<file path="config.mk">
export PLATFORM = sky130hd
export DESIGN_NAME = result_buffer
export DESIGN_NICKNAME = d
export VERILOG_FILES = /design/src/rtl/result_buffer.sv
export SDC_FILE = /design/constraint.sdc
export NUM_CORES = 2
export LEC_CHECK = 0
export CAP_MARGIN = 20
export CORE_MARGIN = 2
export CORE_UTILIZATION = 35
export CTS_BUF_LIST = sky130_fd_sc_hd__clkbuf_4 sky130_fd_sc_hd__clkbuf_8
export CTS_CLUSTER_SIZE = 16
export DETAILED_ROUTE_END_ITERATION = 7
export GPL_ROUTABILITY_DRIVEN = 0
export PLACE_DENSITY_LB_ADDON = 0.05
export SYNTH_ARGS = -nofsm -noshare
export SYNTH_HDL_FRONTEND = slang
export SYNTH_SLANG_ARGS = --single-unit
export TNS_END_PERCENT = 20
</file>
<file path="constraint.sdc">
create_clock -name clk -period 3.7 [get_ports clk]
set_input_delay 0.74 -clock clk [delete_from_list [all_inputs] [get_ports clk]]
set_output_delay 0.74 -clock clk [all_outputs]
set_load 0.02 [all_outputs]
</file>
<file path="src/rtl/result_buffer.sv">
`default_nettype none
// ============================================================================
// Module   : result_buffer
// Purpose  : Buffers up to DEPTH detection records {ori_x, ori_y, candidate}
//            in a circular RAM. On request it drains the snapshot of stored
//            records as a serial word stream (x, y, mask per record) under a
//            valid/ready handshake.
// Revision : 1.0  initial release
// ----------------------------------------------------------------------------
// Ports
//   clk            in   system clock, rising edge
//   reset          in   synchronous active-high reset
//   write_in       in   strobe: capture ori_x/ori_y/candidate as one record
//   ori_x, ori_y   in   window origin (DATA_WIDTH)
//   candidate      in   per-scale hit mask (NUM_RESIZE)
//   read_out       in   strobe: start a drain (ignored unless idle)
//   data_ready     in   consumer accepts o_data_out this cycle
//   o_write_in_end out  pulse one cycle after an accepted write
//   o_data_valid   out  o_data_out holds a valid word
//   o_data_out     out  drained word (mask zero-extended)
//   o_field        out  0 = x, 1 = y, 2 = mask
//   o_read_out_end out  pulse: drain complete
//   o_count        out  records currently stored
//   o_overflow     out  sticky: a record was dropped because buffer was full
// Build option
//   RESULT_DEDUP_EN : discard a write identical to the last accepted record
// ============================================================================
module result_buffer #(
  parameter int DATA_WIDTH = 12,
  parameter int NUM_RESIZE = 5,
  parameter int DEPTH      = 64,
  parameter int ADDR_WIDTH = 6
) (
  input  logic                  clk,
  input  logic                  reset,
  input  logic                  write_in,
  input  logic [DATA_WIDTH-1:0] ori_x,
  input  logic [DATA_WIDTH-1:0] ori_y,
  input  logic [NUM_RESIZE-1:0] candidate,
  input  logic                  read_out,
  input  logic                  data_ready,
  output logic                  o_write_in_end,
  output logic                  o_data_valid,
  output logic [DATA_WIDTH-1:0] o_data_out,
  output logic [1:0]            o_field,
  output logic                  o_read_out_end,
  output logic [ADDR_WIDTH:0]   o_count,
  output logic                  o_overflow
);

  localparam int REC_W = 2 * DATA_WIDTH + NUM_RESIZE;
  localparam logic [ADDR_WIDTH:0] FULL_COUNT = (ADDR_WIDTH + 1)'(DEPTH);

  typedef enum logic [2:0] {
    S_IDLE   = 3'd0,
    S_SEND_X = 3'd1,
    S_SEND_Y = 3'd2,
    S_SEND_C = 3'd3,
    S_DONE   = 3'd4
  } state_t;

  state_t                state_q, state_d;
  logic [ADDR_WIDTH-1:0] wr_ptr_q, wr_ptr_d;
  logic [ADDR_WIDTH-1:0] rd_ptr_q, rd_ptr_d;
  logic [ADDR_WIDTH:0]   count_q, count_d;
  logic [ADDR_WIDTH:0]   remain_q, remain_d;
  logic                  write_end_q, write_end_d;
  logic                  overflow_q, overflow_d;

  logic [REC_W-1:0]      mem_q [DEPTH];
  logic [REC_W-1:0]      rec_in;
  logic [REC_W-1:0]      rd_rec;
  logic                  is_dup;
  logic                  accept;
  logic                  drop;
  logic                  pop;
  logic [DATA_WIDTH-1:0] mask_ext;

  assign rec_in = {ori_x, ori_y, candidate};

`ifdef RESULT_DEDUP_EN
  // Last accepted record; invalid after reset so the first write always lands.
  logic             last_valid_q, last_valid_d;
  logic [REC_W-1:0] last_rec_q, last_rec_d;

  always_comb begin
    is_dup       = last_valid_q && (rec_in == last_rec_q);
    last_valid_d = last_valid_q;
    last_rec_d   = last_rec_q;
    if (accept) begin
      last_valid_d = 1'b1;
      last_rec_d   = rec_in;
    end
  end

  always_ff @(posedge clk) begin
    if (reset) begin
      last_valid_q <= 1'b0;
      last_rec_q   <= '0;
    end else begin
      last_valid_q <= last_valid_d;
      last_rec_q   <= last_rec_d;
    end
  end
`else
  always_comb begin
    is_dup = 1'b0;
  end
`endif

  // Full test uses the registered count: a same-cycle pop frees no slot.
  always_comb begin
    accept      = write_in && !is_dup && (count_q != FULL_COUNT);
    drop        = write_in && !is_dup && (count_q == FULL_COUNT);
    wr_ptr_d    = accept ? wr_ptr_q + ADDR_WIDTH'(1) : wr_ptr_q;
    write_end_d = accept;
    overflow_d  = overflow_q | drop;
  end

  always_ff @(posedge clk) begin
    if (accept) begin
      mem_q[wr_ptr_q] <= rec_in;
    end
  end

  // Drain FSM and output decode.
  always_comb begin
    state_d        = state_q;
    remain_d       = remain_q;
    pop            = 1'b0;
    o_data_valid   = 1'b0;
    o_field        = 2'd0;
    o_read_out_end = 1'b0;
    case (state_q)
      S_IDLE: begin
        if (read_out) begin
          remain_d = count_q;
          state_d  = (count_q == '0) ? S_DONE : S_SEND_X;
        end
      end
      S_SEND_X: begin
        o_data_valid = 1'b1;
        o_field      = 2'd0;
        if (data_ready) state_d = S_SEND_Y;
      end
      S_SEND_Y: begin
        o_data_valid = 1'b1;
        o_field      = 2'd1;
        if (data_ready) state_d = S_SEND_C;
      end
      S_SEND_C: begin
        o_data_valid = 1'b1;
        o_field      = 2'd2;
        if (data_ready) begin
          pop      = 1'b1;
          remain_d = remain_q - (ADDR_WIDTH + 1)'(1);
          state_d  = (remain_q == (ADDR_WIDTH + 1)'(1)) ? S_DONE : S_SEND_X;
        end
      end
      S_DONE: begin
        o_read_out_end = 1'b1;
        state_d        = S_IDLE;
      end
      default: state_d = S_IDLE;
    endcase
  end

  always_comb begin
    rd_ptr_d = pop ? rd_ptr_q + ADDR_WIDTH'(1) : rd_ptr_q;
    count_d  = count_q;
    case ({accept, pop})
      2'b10:   count_d = count_q + (ADDR_WIDTH + 1)'(1);
      2'b01:   count_d = count_q - (ADDR_WIDTH + 1)'(1);
      default: count_d = count_q;
    endcase
  end

  // Only the record under transfer is read; address is the read pointer.
  always_comb begin
    rd_rec                   = mem_q[rd_ptr_q];
    mask_ext                 = '0;
    mask_ext[NUM_RESIZE-1:0] = rd_rec[NUM_RESIZE-1:0];
    case (state_q)
      S_SEND_X: o_data_out = rd_rec[REC_W-1 -: DATA_WIDTH];
      S_SEND_Y: o_data_out = rd_rec[NUM_RESIZE +: DATA_WIDTH];
      S_SEND_C: o_data_out = mask_ext;
      default:  o_data_out = '0;
    endcase
  end

  always_ff @(posedge clk) begin
    if (reset) begin
      state_q     <= S_IDLE;
      wr_ptr_q    <= '0;
      rd_ptr_q    <= '0;
      count_q     <= '0;
      remain_q    <= '0;
      write_end_q <= 1'b0;
      overflow_q  <= 1'b0;
    end else begin
      state_q     <= state_d;
      wr_ptr_q    <= wr_ptr_d;
      rd_ptr_q    <= rd_ptr_d;
      count_q     <= count_d;
      remain_q    <= remain_d;
      write_end_q <= write_end_d;
      overflow_q  <= overflow_d;
    end
  end

  assign o_write_in_end = write_end_q;
  assign o_count        = count_q;
  assign o_overflow     = overflow_q;

endmodule
`default_nettype wire

</file>
# ---- Word-level counts from Yosys, hierarchy flattened
# Memory sizes are Yosys's and may differ from the RTL's. A register that Yosys moved wholly into a read port is not among the register bits.
# Index checks and enable logic that the tools add are counted.
dict set report op_classes {
  order_cmp 0
  n_reduce_logical 9
  n_div 0
  muxes 21
  shift 0
  addsub 5
  bitwise 1
  n_eq_ne 13
  mul 0
}
# op count
set op_table {}
lappend op_table {{12-bit one-hot mux with 3 select lines} 1}
lappend op_table {{7-bit one-hot mux with 2 select lines} 2}
lappend op_table {{3-bit 2-to-1 mux} 6}
lappend op_table {{7-bit 2-to-1 mux} 2}
lappend op_table {{7-bit by 1-bit subtractor with 7-bit output (second input constant)} 2}
lappend op_table {{6-bit by 1-bit adder with 6-bit output (second input constant)} 2}
lappend op_table {{6-bit 2-to-1 mux} 2}
lappend op_table {{3-bit one-hot mux with 4 select lines} 1}
lappend op_table {{2-bit inequality test (second input constant)} 4}
lappend op_table {{7-bit by 1-bit adder with 7-bit output (second input constant)} 1}
lappend op_table {{7-bit by 1-bit equality test with 1-bit output (second input constant)} 1}
lappend op_table {{7-bit equality test (second input constant)} 1}
lappend op_table {{7-bit logical NOT} 1}
lappend op_table {{7-bit inequality test (second input constant)} 1}
lappend op_table {{3-bit by 2-bit equality test with 1-bit output (second input constant)} 2}
lappend op_table {{1-bit 2-to-1 mux} 6}
lappend op_table {{2-bit one-hot mux with 2 select lines} 1}
lappend op_table {{4-bit AND reduction} 1}
lappend op_table {{2-bit nonzero test} 2}
lappend op_table {{3-bit by 1-bit equality test with 1-bit output (second input constant)} 1}
lappend op_table {{3-bit equality test (second input constant)} 1}
lappend op_table {{3-bit logical NOT} 1}
lappend op_table {{3-bit AND reduction} 1}
lappend op_table {{3-bit OR reduction} 1}
lappend op_table {{other kinds (4)} 5}
dict set report totals {
  latch_bits 0
  elab_cells 57
  out_inout_bits 25
  mem_count 1
  ramBits 1856
  in_bits 34
  romBits 0
  register_bits 31
}
# memory depth width read_ports rd_ports_with_merged_regs wr line
set mem_list {}
lappend mem_list {mem_q 64 29 1 1 1 70} ;# logic [REC_W-1:0] mem_q [DEPTH];

# ---- Logic depth before layout (Yosys ltp)
dict set report logic_depth {
  word_depth 4
  ltp_mapped 14
  mapped_depth_nobuf 12
}

# ---- Worst setup path before layout
# Ideal clock, no wire load.
dict set report synth_path {
  kind {reg-to-reg}
  startpoint {register count_q[6], in the netlist o_count[6]}
  endpoint {register count_q[6], in the netlist o_count[6]}
  period_less_slack_ps 3304
  required_ps 3573
  path_slack_ps 396
  stages_incl_launch_ff 14
  t_arrival_ps 3177
  path_buffers 1
  setup_time_ps 127
  cell_sequence {dfxtp_1 > or4b_1 > o21a_2 > clkinv_4 > ha_1 > buf_1 > xor2_1 > ha_1 > nor3_1 > o21bai_1 > o211ai_1 > a221oi_2 > mux2i_1 > or3_1}
}
dict set report synth_via {
  elab_chain_len 4
  word_cells_on_any_way 8
  cone_classes {2 x add/sub; 3 x eq/ne; 1 x mux; 2 x reduce/logical}
}
# item line
set synth_lines {}
lappend synth_lines {{from (decl)} 65} ;# logic [ADDR_WIDTH:0] count_q, count_d;
lappend synth_lines {{from (signal assigned)} 204} ;# count_q <= count_d;
lappend synth_lines {{branches (longest 4 deep; another with 7-bit by 1-bit subtractor with 7-bit output)} n/a}
# Several ways; the timed one is not identified.
# A chain may end at the register's enable or synchronous reset.

==> results.ini <==
[pwr]
p_comb_share_pct = 2.9
switching_share_pct = 21.4
internal_power_uw = 34500
switching_power_uw = 9390
p_per_area_nw_per_um2 = 493
p_leak_uw = 0.0275
power_frac_seq_pct = 53.9
p_clk_share_pct = 43.3
ir_worst_vdd_mv = 0.363

[clock_tree]
tritoncts = built
htree_levels = 5
cts_root_buf = clkbuf_8
clkLatencyLatePin_ps = 1080
clk_pin_slew_ps = 60
clock-sinks = 1893
cts_buffer_depth = 4
cts_buffers = 345

[drt]
vias = 37700
drc_errors = 0
firstDrtPassIters = 5
vias_per_cell = 5.39
final_antenna_net_count = 0
drt_iter0_drc = 3439
drt-wirelength-per-cell_um = 32.6
routed_wl_um = 228000

[setup_path]
critPathKind = flip-flop to primary output
reg2reg_slack_ps = 560
endpoint_kind = primary output
crit_fanout = 6
r2r-start = o_count[3]
ff2ff_path_depth = 12
startpoint_type = flip-flop
cp_data_required_time_ps = 2960
critPathArrivalTime_ps = 3820

[sta]
tightest_slew_ps = 1120
rsz0062_at_grt = yes
finalSetupViolations = 12
finalWorstSetupSlack_ps = -862
fmax_ghz = 0.219
min_period_ps = 4560
relSlewSlack_pct = 25.7
timing.final.crit_share_pct = 123
hold_viol_final = 0
skew_ps = 65.7
tns_ps = -8870
slew_viol_final = 0

[synthesis]
synth-async-reset-ratio_pct = 0
synth_flop_cell = edfxtp_1
seq_area_frac_synth_pct = 77.5
syn_nets = 3362
ys_ff_latch = 1893
synth-edff-count = 1856
yosysWarnings = 0
synth_cell_type_count = 63
synth_cells = 3322
syn_area_per_cell_um2 = 21.9
syn_area_um2 = 72900

[hold_path]
hold_class = input port to flip-flop
holdPathStages = 1
hp-start = ori_x[8]

[grt]
grt_util_met2_pct = 35.7
grt_pass1_wl_um = 315000
grt_usage_pct = 21.6
grt_util_met1_pct = 29.6
grt.overflow.total = 0
met3_usage_pct = 3.68
antenna_found_initial = 13
grt_start_max_net_pins = 65
grt-busiest-layer = met2
grt_pass1_vias = 39600

[place]
dpl_cell_area_um2 = 80500
io_buffer_count = 58
hpwl_um = 131000

[floorplanning]
start_util_pct = 35.2
rows = 167
core_area_um2 = 207000
die-area_um2 = 212000
die_h_um = 460
ios = 59
die_w_um = 460

[flow_run]
maxCapViolations = 0

[status]
status = finished, violations left
violations = negative setup slack

[cells_and_area]
final_area_um2 = 89000
area_growth_pct = 22.1
fin_nets = 4000
drive_gt1_share_pct = 38.8

kinds of logic after synthesis:
kind of cell / after synthesis / synth area share, %
simple gates: 327 / 2.11
xor+xnor: 14 / 0.168
compound gates: 261 / 2.42
fa+ha+maj: 6 / 0.103
flops: 1893 / 77.5
mux: 621 / 16.4
buf+inv: 200 / 1.32
final cells by class:
cell class / instances / area, um2
fillers: 17900 / 118000
flip-flops and latches: 1893 / 56500
multi-input cells: 1229 / 16800
repair buffers: 474 / 5770
clock buffers: 464 / 5690
well taps: 2788 / 3490
clock inverters: 122 / 763
inverters: 17 / 70.1
diodes: 4 / 10.0
per-layer routing:
metal | wire length, um | part of all wire, % | vias up
met1 | 98300 | 43 | 20800
li1 | - | - | 15400
met2 | 112000 | 49 | 1177
met4 | 4780 | 2.1 | 4
met5 | 20 | 0.0088 | -
met3 | 12300 | 5.4 | 335
path summary, 6_finish.rpt:
check | endpoint
min | mem_q[38][25]
max | o_data_out[0]
max reg2reg | o_count[6]
min reg2reg | o_overflow
power groups by stage:
| stage | registers (uW) | logic [uW] | clock network (uW) |
|---|---|---|---|
| CTS | 23700 | 1230 | 19600 |
| global route | 23600 | 1350 | 20500 |
| global placement | 24100 | 1130 | 0 |
| finish | 23700 | 1260 | 19000 |
| detailed placement | 24100 | 1180 | 0 |
| floorplan | 24100 | 391 | 0 |
critical path, cell delays in order (launching register included):
cell and delay (ps):
dfxtp_4 380, buf_12 120, buf_16 170, buf_16 190, buf_8 150, buf_6 110
mux4_2 540, o22ai_4 250, a211oi_2 90, nand2_2 140, nand4_1 330, buf_6 270
layout by cell type, fill, tap and decap left out, types with 8 or more instances in the layout:
master / n
a211oi_1: 11
a21oi_1: 43
a21oi_2: 11
a22oi_1: 45
a22oi_2: 8
buf_12: 134
buf_16: 18
buf_2: 33
buf_4: 242
buf_6: 20
bufinv_16: 9
clkbuf_4: 112
clkbuf_8: 352
clkdlybuf4s50_1: 16
clkinv_1: 78
clkinv_2: 29
clkinvlp_4: 9
dfxtp_1: 33
edfxtp_1: 1856
inv_1: 12
mux2i_1: 127
mux2i_2: 19
mux4_2: 459
nand2_1: 66
nand2b_1: 13
nand3_1: 21
nand3_2: 13
nand4_1: 16
nor2_1: 58
nor2_4: 65
nor3_1: 15
o21ai_0: 27
o221ai_1: 12
o22ai_1: 25
or3_1: 12
xor2_1: 11
stage by stage:
stage / hold slack [ps] / setup WS, ps / cells / util (%) / total power, uW
6_report: 61.9 / -862 / 6991 / 43.0 / 43900
5_1_grt: 2.98 / -1020 / 6988 / 43.0 / 45500
2_1_floorplan: 475 / 396 / 3322 / - / 24500
3_5_place_dp: 472 / -370 / 6333 / 38.9 / 25300
3_3_place_gp: 481 / -412 / 6332 / 38.9 / 25200
4_1_cts: 64.1 / -961 / 6967 / 42.7 / 44500
sequential cells by signal (all words and copies together), names as in the netlist, named ones only:
signal / flops
mem_q: 1856
o_count: 7
remain_q: 7
rd_ptr_q: 6
wr_ptr_q: 6
state_q: 3
o_overflow: 1
o_write_in_end: 1
cells in the mapped netlist, types with 4 or more instances:
cell type  number  share of area (%)
edfxtp_1     1856                 76
mux4_2        459                 14
mux2i_1       153                2.1
nor2_1        125               0.64
clkbuf_1       81               0.42
nand2_1        67               0.34
a21oi_1        55               0.38
a22oi_1        53               0.55
buf_2          49               0.34
dfxtp_1        37                1.0
o21ai_0        37               0.25
nand3_1        36               0.25
o22ai_1        34               0.29
buf_4          28               0.29
o221ai_1       22               0.26
buf_1          20               0.10
nor3_1         19               0.13
nand4_1        16               0.14
a211oi_1       15               0.15
nand2b_1       15               0.13
inv_1          13              0.067
or3_1          12               0.10
xor2_1         11               0.13
mux2_2          9               0.14
nor2b_1         9              0.077
nand3b_1        7              0.072
a22o_1          6              0.072
ha_1            6               0.10
o2bb2ai_1       6              0.072
a221o_1         5              0.069
a31oi_1         5              0.043
buf_6           5              0.077
nand4b_1        4              0.048
repair_timing:
action | 4_1_cts | 5_1_grt
cloned | 10 | 0
endpoints found under the hold margin | 0 | 14
endpoints found under the setup margin | 12 | 13
pin swaps | 33 | 21
gates resized for setup | 174 | 44
setup buffers | 41 | 5
hold buffers | 0 | 3
No activity file was read; power rests on OpenSTA's default activity.
